===== config.mk =====
export PLATFORM = sky130hd
export DESIGN_NAME = bin2bcd
export DESIGN_NICKNAME = d
export VERILOG_FILES = /design/src/rtl/bin2bcd.sv
export SDC_FILE = /design/constraint.sdc
export NUM_CORES = 1
export LEC_CHECK = 0
export CAP_MARGIN = 0
export CELL_PAD_IN_SITES_DETAIL_PLACEMENT = 1
export CELL_PAD_IN_SITES_GLOBAL_PLACEMENT = 1
export CORE_MARGIN = 3
export CORE_UTILIZATION = 46
export CTS_BUF_LIST = sky130_fd_sc_hd__clkbuf_8
export DETAILED_ROUTE_END_ITERATION = 10
export HOLD_SLACK_MARGIN = 0.02
export PLACE_DENSITY_LB_ADDON = 0.1
export REMOVE_ABC_BUFFERS = 1
export SETUP_SLACK_MARGIN = 0.2
export SYNTH_ARGS = -nofsm -noshare
export SYNTH_HDL_FRONTEND = slang
export SYNTH_SLANG_ARGS = --single-unit

===== constraint.sdc =====
create_clock -name clk -period 3.55 [get_ports clk]
set_input_delay 0.71 -clock clk [delete_from_list [all_inputs] [get_ports clk]]
set_output_delay 0.71 -clock clk [all_outputs]
set_load 0.02 [all_outputs]

===== src/rtl/bin2bcd.sv =====
// Sequential 17-bit binary to 5-digit packed BCD converter (shift-and-add-3).
// One add phase and one shift phase per input bit; fixed 35-cycle latency.
module bin2bcd (
  input  logic        clk,
  input  logic        rst,
  input  logic        init,
  input  logic [16:0] A,
  output logic [19:0] result,
  output logic        done,
  output logic        busy,
  output logic        ovf
);

  typedef enum logic [1:0] {
    IDLE  = 2'd0,
    ADD   = 2'd1,
    SHIFT = 2'd2,
    DONE  = 2'd3
  } state_t;

  state_t      state_r;
  state_t      state_s;
  logic [19:0] bcd_r;
  logic [16:0] bin_r;
  logic [4:0]  cnt_r;
  logic        done_r;
  logic        busy_r;
  logic        ovf_r;

  // Add 3 to every BCD digit that is 5 or more, all digits in parallel.
  function automatic logic [19:0] add3_all(input logic [19:0] d);
    logic [19:0] r;
    logic [3:0]  nib;
    r = d;
    for (int i = 0; i < 5; i++) begin
      nib = d[4*i +: 4];
      if (nib >= 4'd5) begin
        r[4*i +: 4] = nib + 4'd3;
      end else begin
        r[4*i +: 4] = nib;
      end
    end
    return r;
  endfunction

  // Next-state logic.
  always_comb begin
    state_s = state_r;
    case (state_r)
      IDLE: begin
        if (init) begin
          state_s = ADD;
        end else begin
          state_s = IDLE;
        end
      end
      ADD:   state_s = SHIFT;
      SHIFT: begin
        if (cnt_r == 5'd1) begin
          state_s = DONE;
        end else begin
          state_s = ADD;
        end
      end
      DONE:    state_s = IDLE;
      default: state_s = IDLE;
    endcase
  end

  // State register and registered handshake outputs, decoded from the next state.
  always_ff @(posedge clk or negedge rst) begin
    if (!rst) begin
      state_r <= IDLE;
      done_r  <= 1'b0;
      busy_r  <= 1'b0;
    end else begin
      state_r <= state_s;
      done_r  <= (state_s == DONE);
      busy_r  <= (state_s != IDLE);
    end
  end

  // Datapath: operand capture, digit correction and the combined shift.
  always_ff @(posedge clk or negedge rst) begin
    if (!rst) begin
      bcd_r <= 20'd0;
      bin_r <= 17'd0;
      cnt_r <= 5'd0;
      ovf_r <= 1'b0;
    end else begin
      case (state_r)
        IDLE: begin
          if (init) begin
            bin_r <= A;
            bcd_r <= 20'd0;
            cnt_r <= 5'd17;
            ovf_r <= (A > 17'd99999);
          end
        end
        ADD: bcd_r <= add3_all(bcd_r);
        SHIFT: begin
          // The bit leaving bcd[19] is dropped, which yields A mod 100000.
          {bcd_r, bin_r} <= {bcd_r[18:0], bin_r, 1'b0};
          cnt_r          <= cnt_r - 5'd1;
        end
        DONE:    ;
        default: ;
      endcase
    end
  end

  assign result = bcd_r;
  assign done   = done_r;
  assign busy   = busy_r;
  assign ovf    = ovf_r;

endmodule


Yosys cells after proc, flatten, opt, wreduce, memory -nomap -nowiden
Cells that the tools add are included.

cells by class
  add/subtract/negate cells = 6
  $lt $le $gt $ge = 6
  eq/ne operators = 11
  muxes and demuxes = 14
  reduce and logical (&&, ||, !) cells = 11

operators with widths
  cell                  number
  $pmux 20 s3           1
  $pmux 17 s2           1
  $add 4x2->4 const B   5
  $ge 4x3->1 const B    5
  $mux 20               1
  $mux 4                5
  $gt 17x17->1 const B  1
  $mux 17               1
  $reduce_and 3->1      5
  $ne 2x2->1 const B    6
  $pmux 5 s2            1
  $pmux 2 s4            1
  $eq 2x2->1 const B    3
  $eq 5x1->1 const B    1
  $mux 5                1
  $sub 5x1->5 const B   1
  $reduce_and 2->1      2
  $reduce_bool 2->1     2
  $reduce_bool 3->1     1
  $eq 2x1->1 const B    1
  $logic_not 2->1       1
  $mux 2                1
  $mux 1                1

word-level totals
  register bits = 47
  input port bits = 20

Longest topological paths before layout
Gate-level depths: netlist of run 1.

  word-level depth = 4
  gate-level depth with buffers = 8
  gate-level depth less buffers = 6

Worst setup path before layout of run 1
Ideal clock, no wire load.

  kind = input to register
  from = input port init
  to = register bcd_r[14] (netlist: result[14])
  setup time = 128 ps
  data arrival time = 1549 ps
  required time = 3422 ps
  slack = 1874 ps
  cell stages on the path = 5
  cells stage by stage = nand2b_1 > nand2b_1 > buf_2 > nor2_1 > mux2_1

between the ends
  longest elaborated chain between the ends = 2

RTL lines
  item                        RTL line  RTL
  from (decl)                 6         input logic init,
  $ne 2x2->1 (no line)        --
  $reduce_and 3->1 (no line)  --
  to (signal assigned)        100       ADD: bcd_r <= add3_all(bcd_r);
  to (signal assigned)        103       {bcd_r, bin_r} <= {bcd_r[18:0], bin_r, 1'b0};
  to (decl)                   23        logic [19:0] bcd_r;

No other way between the ends.
A chain may end at the register's enable or synchronous reset.

Final worst setup path of run 1
  from = input port init
  to = register bcd_r[10] (netlist: result[10])

Same word-level chain as after synthesis.

==> results of run 1 <==
## state kept, by name (all words and copies together), names as in the netlist
| signal | count |
|---|---|
| bin_r | 17 |
| ovf | 1 |
| done | 1 |
| state_r | 2 |
| result | 20 |
| busy | 1 |
| cnt_r | 5 |
## cells in the mapped netlist, types with 4 or more instances
cell	number	area, sq um
o41ai_1	11	96.3
inv_1	22	82.6
a21oi_1	10	50.1
o21ai_0	21	105
nand2b_1	13	81.3
nand4_1	4	25.0
nand2_1	27	101
buf_2	9	45.0
a22oi_1	15	113
dfrtp_1	47	1180
mux2i_1	17	170
ha_1	17	213
o21ai_1	19	95.1
xnor2_1	8	70.1
nor2_1	6	22.5
## area by class of cell
class	instances	area (sq um)	share of cell area
multi-input combinational	197	1390	0.425
timing repair buffer	47	453	0.139
clock buffer	5	68.8	0.0211
tap	72	90.1	0.0276
inverter	22	82.6	0.0253
sequential	47	1180	0.361
clock inverter	1	3.75	0.00115
## kinds of logic (layout without fill, tap and decap cells)
logic type	Yosys count	count (layout)
compound gates	87	87
simple gates	63	63
flops	47	47
buf+inv	37	75
mux	20	20
fa+ha+maj	17	17
xor+xnor	10	10
## power by group through the flow
stage | clock network (mW) | logic, mW | registers (mW)
floorplan | 0 | 0.884 | 0.990
global placement | 0 | 1.42 | 0.936
detailed placement | 0 | 1.48 | 0.946
CTS | 0.310 | 1.48 | 0.937
global route | 0.339 | 1.65 | 0.970
finish | 0.300 | 1.46 | 0.934
## final timing paths
path	from	end	depth (start not counted)	slack [ns]
hold / removal	bin_r[7]$_DFFE_PN0P_	bin_r[7]$_DFFE_PN0P_	2	0.49
hold reg to reg	bin_r[7]$_DFFE_PN0P_	bin_r[7]$_DFFE_PN0P_	2	0.49
max in group asynchronous	rst	bin_r[16]$_DFFE_PN0P_	1	2.29
setup / recovery	init	result[10]$_DFFE_PN0P_	5	1.25
setup reg to reg	state_r[1]$_DFF_PN0_	result[5]$_DFFE_PN0P_	5	1.38
min in group asynchronous	rst	result[19]$_DFFE_PN0P_	1	0.59
## metrics by stage
stage          utilization  instance area, sq um  setup slack (ns)
2_1_floorplan            -                  2640             0.466
3_3_place_gp         0.568                  3190              1.10
3_5_place_dp         0.568                  3190             0.932
4_1_cts              0.581                  3260              1.25
5_1_grt              0.581                  3260              1.16
6_report             0.581                  3260              1.25
## layer usage
layer  wire length [um]  up-vias  track usage
li1                   -     1084            -
met1               2820     1113        0.253
met4                 80        0       0.0605
met3                274        8       0.0434
met5                  0        -            0
met2               3430       46        0.389
## worst max-delay path: stages
cell             delay [ns]
clkdlybuf4s50_1        0.61
nand2b_1               0.21
nand2b_1               0.27
buf_4                  0.31
o41ai_1                0.37
==> metrics.csv, run 1 <==
metric,value,unit
status,"finished, final reports clean",
timing.final.hold_violations,0,
power_density,827,nW/um^2
io_buffers,42,
synthArstFlopShare,1.00,
first_iter_violations,126,
dr_total_vias,2251,
antenna_found_initial,0,
synth_top_family_by_area,compound AO/OA/AOI/OAI gates,
rsz0062_at_grt,false,
drcViolationCount,0,
place_congestion,0.760,
hold_ws,0.493,ns
avgSynthCellArea,9.64,sq um
mostFrequentLayoutCell,dfrtp_1,
path_class,input pin to flip-flop,
cts_hold_buf,0,
yosysSeqAreaShare,0.434,
synthAdderAreaFrac,0.0785,
power.switching,1.24,mW
n_antenna_cell,0,
clk_pin_slew,0.08,ns
routed_wirelength,6.61,mm
layout_common_cells,"dfrtp_1, clkdlybuf4s50_1, nand2_1",
period_minus_slack,2.30,ns
die_area,6850,sq um
power.share.sequential,0.346,
ys_ff_latch,47,
cts_buffers,5,
synth.distinct_cells,35,
clkPwrFrac,0.111,
cp-end-kind,flip-flop,
clock_latency,0.30,ns
placed_cells,385,
clockRootBuffer,clkbuf_8,
synthSimpleGateAreaFrac,0.122,
fmax,0.435,GHz
synth-compound-area-share,0.202,
cp.required,3.74,ns
yosysWarnings,0,
synth_ff_type,dfrtp_1,
core,5610,sq um
ant_nets,0,
setup_viol,0,
grt_usage,0.213,
rows,27,
synth_cells,281,
startpoint_type,input pin,
maxSlewHeadroom,0.289,
maxCapViolations,0,
skew,0.00627,ns
p_int,1.46,mW
fillCellCount,648,
layout.nets,357,
cts_resized,0,
cts_setup_buffers,0,
syn-cell-area,2710,sq um
grt_pass1_vias,2346,
synth.mux.area_fraction,0.0762,
io_pins,43,
fin_crit_sh,0.647,
path_max_fanout,20,
p_comb_frac,0.542,
clockBufferDepth,2,
finalSetupTns,0,ns
vias_per_cell,5.76,
arrival,2.48,ns
layout.cells.non_filler,391,
vdd_drop_max,420,uV
synth_edf_count,0,
cts_tree,yes,
first_pass_iters,4,
min_path_type,flip-flop to flip-flop,
grt_max_degree,48,
clkSinkCount,47,
drive_gt1_frac,0.0470,
die_x,82.8,um
grt_pass1_wl,11.2,mm
fp.dieH,82.8,um
cts.htree.levels,2,
swShare,0.458,
areaGrowthSynthToFinish,20.3,%
routedWlPerCell,16.9,um
start_util,0.483,
grt_overflow_total,0,
tightest_slew,1.07,ns
slew_viol_final,0,
power_leakage,1.35,nW
hpwlAfterDp,4.82,mm
synth_xor_area_frac,0.0323,
total_power,2.70,mW
Note: power is estimated with default switching activity, not from simulation.
==> inputs of run 2 (changes only) <==
Settings changed: CORE_UTILIZATION 46 to 39.
Clock period 3.55 ns to 2.04 ns, I/O delays scaled along.
==> metrics.csv, run 2 (same netlist as run 1, synthesis figures left out) <==
metric,value,unit,change
status,"finished, final reports clean",,
rrSetupSlack,0.25,ns,-1.13 ns
first_iter_violations,41,,-67%
power_leakage,1.68,nW,+25%
maxCapViolations,0,,unchanged
startpoint_type,flip-flop,,
vdd_drop_max,652,uV,+55%
routedWlPerCell,16.4,um,-3.1%
place_congestion,0.762,,+0.29%
layout_common_cells,"dfrtp_1, nand2_1, clkdlybuf4s50_1",,
antenna_found_initial,0,,unchanged
die_x,89.4,um,+8.0%
maxSlewHeadroom,0.577,,+0.288
path_max_fanout,6,,-70%
hold_ws,0.199,ns,-0.294 ns
tightest_slew,0.634,ns,-0.433 ns
placed_cells,403,,+4.7%
arrival,1.39,ns,-1.09 ns
slowest_stage,clkdlybuf4s50_1,,
io_buffers,42,,unchanged
final_area,3530,sq um,+8.1%
period_minus_slack,1.80,ns,
setup_viol,0,,unchanged
worstReg2RegEnd,result[0]$_DFFE_PN0P_,,
grt_usage,0.187,,-0.0267
clock_latency,0.30,ns,about the same
rsz0062_at_grt,true,,
cts_setup_buffers,0,,unchanged
post-place-ws,0.0417,ns,-0.891 ns
cpPeakStageDelay,0.64,ns,+0.03 ns
clockBufferDepth,2,,unchanged
clkSinkCount,47,,unchanged
clockRootBuffer,clkbuf_8,,
largest_reg_flops,20,,unchanged
fillCellCount,740,,+14%
grt_pass1_vias,2402,,+2.4%
setup_ws,0.239,ns,-1.01 ns
areaGrowthSynthToFinish,30.1,%,
grt_overflow_total,0,,unchanged
r2r_start,state_r[1]$_DFF_PN0_,,
fp.dieH,89.4,um,+8.0%
layout.cells.non_filler,411,,+5.1%
total_power,5.20,mW,+93%
routed_wirelength,6.73,mm,+1.8%
cts_buffers,5,,unchanged
fmax,0.555,GHz,
ant_nets,0,,unchanged
cp_num_buf_inv,1,,-1
rows,29,,+7.4%
cts.htree.levels,2,,unchanged
grt_pass1_wl,11.6,mm,+3.3%
dr_total_vias,2273,,+0.98%
cts_tree,yes,,
first_pass_iters,4,,unchanged
cp.required,1.63,ns,-2.11 ns
power_density,1480,nW/um^2,+78%
vias_per_cell,5.53,,-3.9%
skew,0.00422,ns,-0.00205 ns
fin_crit_sh,0.883,,
timing.final.hold_violations,0,,unchanged
min_path_type,input pin to async pin,,
layout.nets,370,,+3.6%
cp-end-kind,output pin,,
start_util,0.415,,-0.0683
path_class,flip-flop to output pin,,
dpl_cell_area,3300,sq um,+3.6%
reg2regPathDepth,7,,+2
clk_pin_slew,0.09,ns,about the same
core,6530,sq um,+16%
crit_chain,clkdlybuf4s50_1,,
mostFrequentLayoutCell,dfrtp_1,,
die_area,7990,sq um,+17%
n_antenna_cell,0,,unchanged
hpwlAfterDp,4.80,mm,-0.52%
crit_family,buffers and inverters,,
drcViolationCount,0,,unchanged
drive_gt1_frac,0.126,,+0.0787
slew_viol_final,0,,unchanged
grt_max_degree,48,,unchanged
io_pins,43,,unchanged
run 2: power by group:
group,internal (mW),leakage (nW),switching (mW)
sequential,1.29,0.609,0.331
combinational,1.23,1.01,1.63
clock,0.397,0.0612,0.324
total,2.92,1.68,2.28
run 2: how the worst max path moves through the flow:
stage	start	to	slack, ns	cells past startpoint
3_3_place_gp	init	result[13]$_DFFE_PN0P_	0.11	5
2_1_floorplan	state_r[0]$_DFF_PN0_	cnt_r[4]$_DFFE_PN0P_	-1.04	6
5_1_grt	state_r[1]$_DFF_PN0_	result[0]$_DFFE_PN0P_	0.12	7
6_report	result[2]$_DFFE_PN0P_	result[2]	0.24	1
4_1_cts	state_r[1]$_DFF_PN0_	result[0]$_DFFE_PN0P_	0.20	7
3_5_place_dp	init	result[0]$_DFFE_PN0P_	0.04	5
run 2: metrics by stage:
step / util / setup TNS, ns
after global routing: 0.540 / 0
after CTS: 0.524 / 0
after global placement: 0.506 / 0
after floorplan: - / -18.19
final: 0.540 / 0
after detailed placement: 0.506 / 0
run 2: area by class of cell:
type	count	area, sq um	share of cell area
inverter	22	82.6	0.0234
clock buffer	6	82.6	0.0234
multi-input combinational	197	1460	0.414
clock inverter	2	35.0	0.00994
tap	77	96.3	0.0273
sequential	47	1180	0.334
timing repair buffer	60	594	0.169
run 2: routing by layer:
metal	routed length, um	vias up	track usage
met3	186	7	0.0304
met2	3420	35	0.329
met5	0	-	0
met4	86	0	0.0487
li1	-	1114	-
met1	3040	1117	0.237
run 2: timing repair:
item,CTS,global route
resized for setup,3,25
hold buffers,0,0
cloned,0,0
setup endpoints to repair,10,55
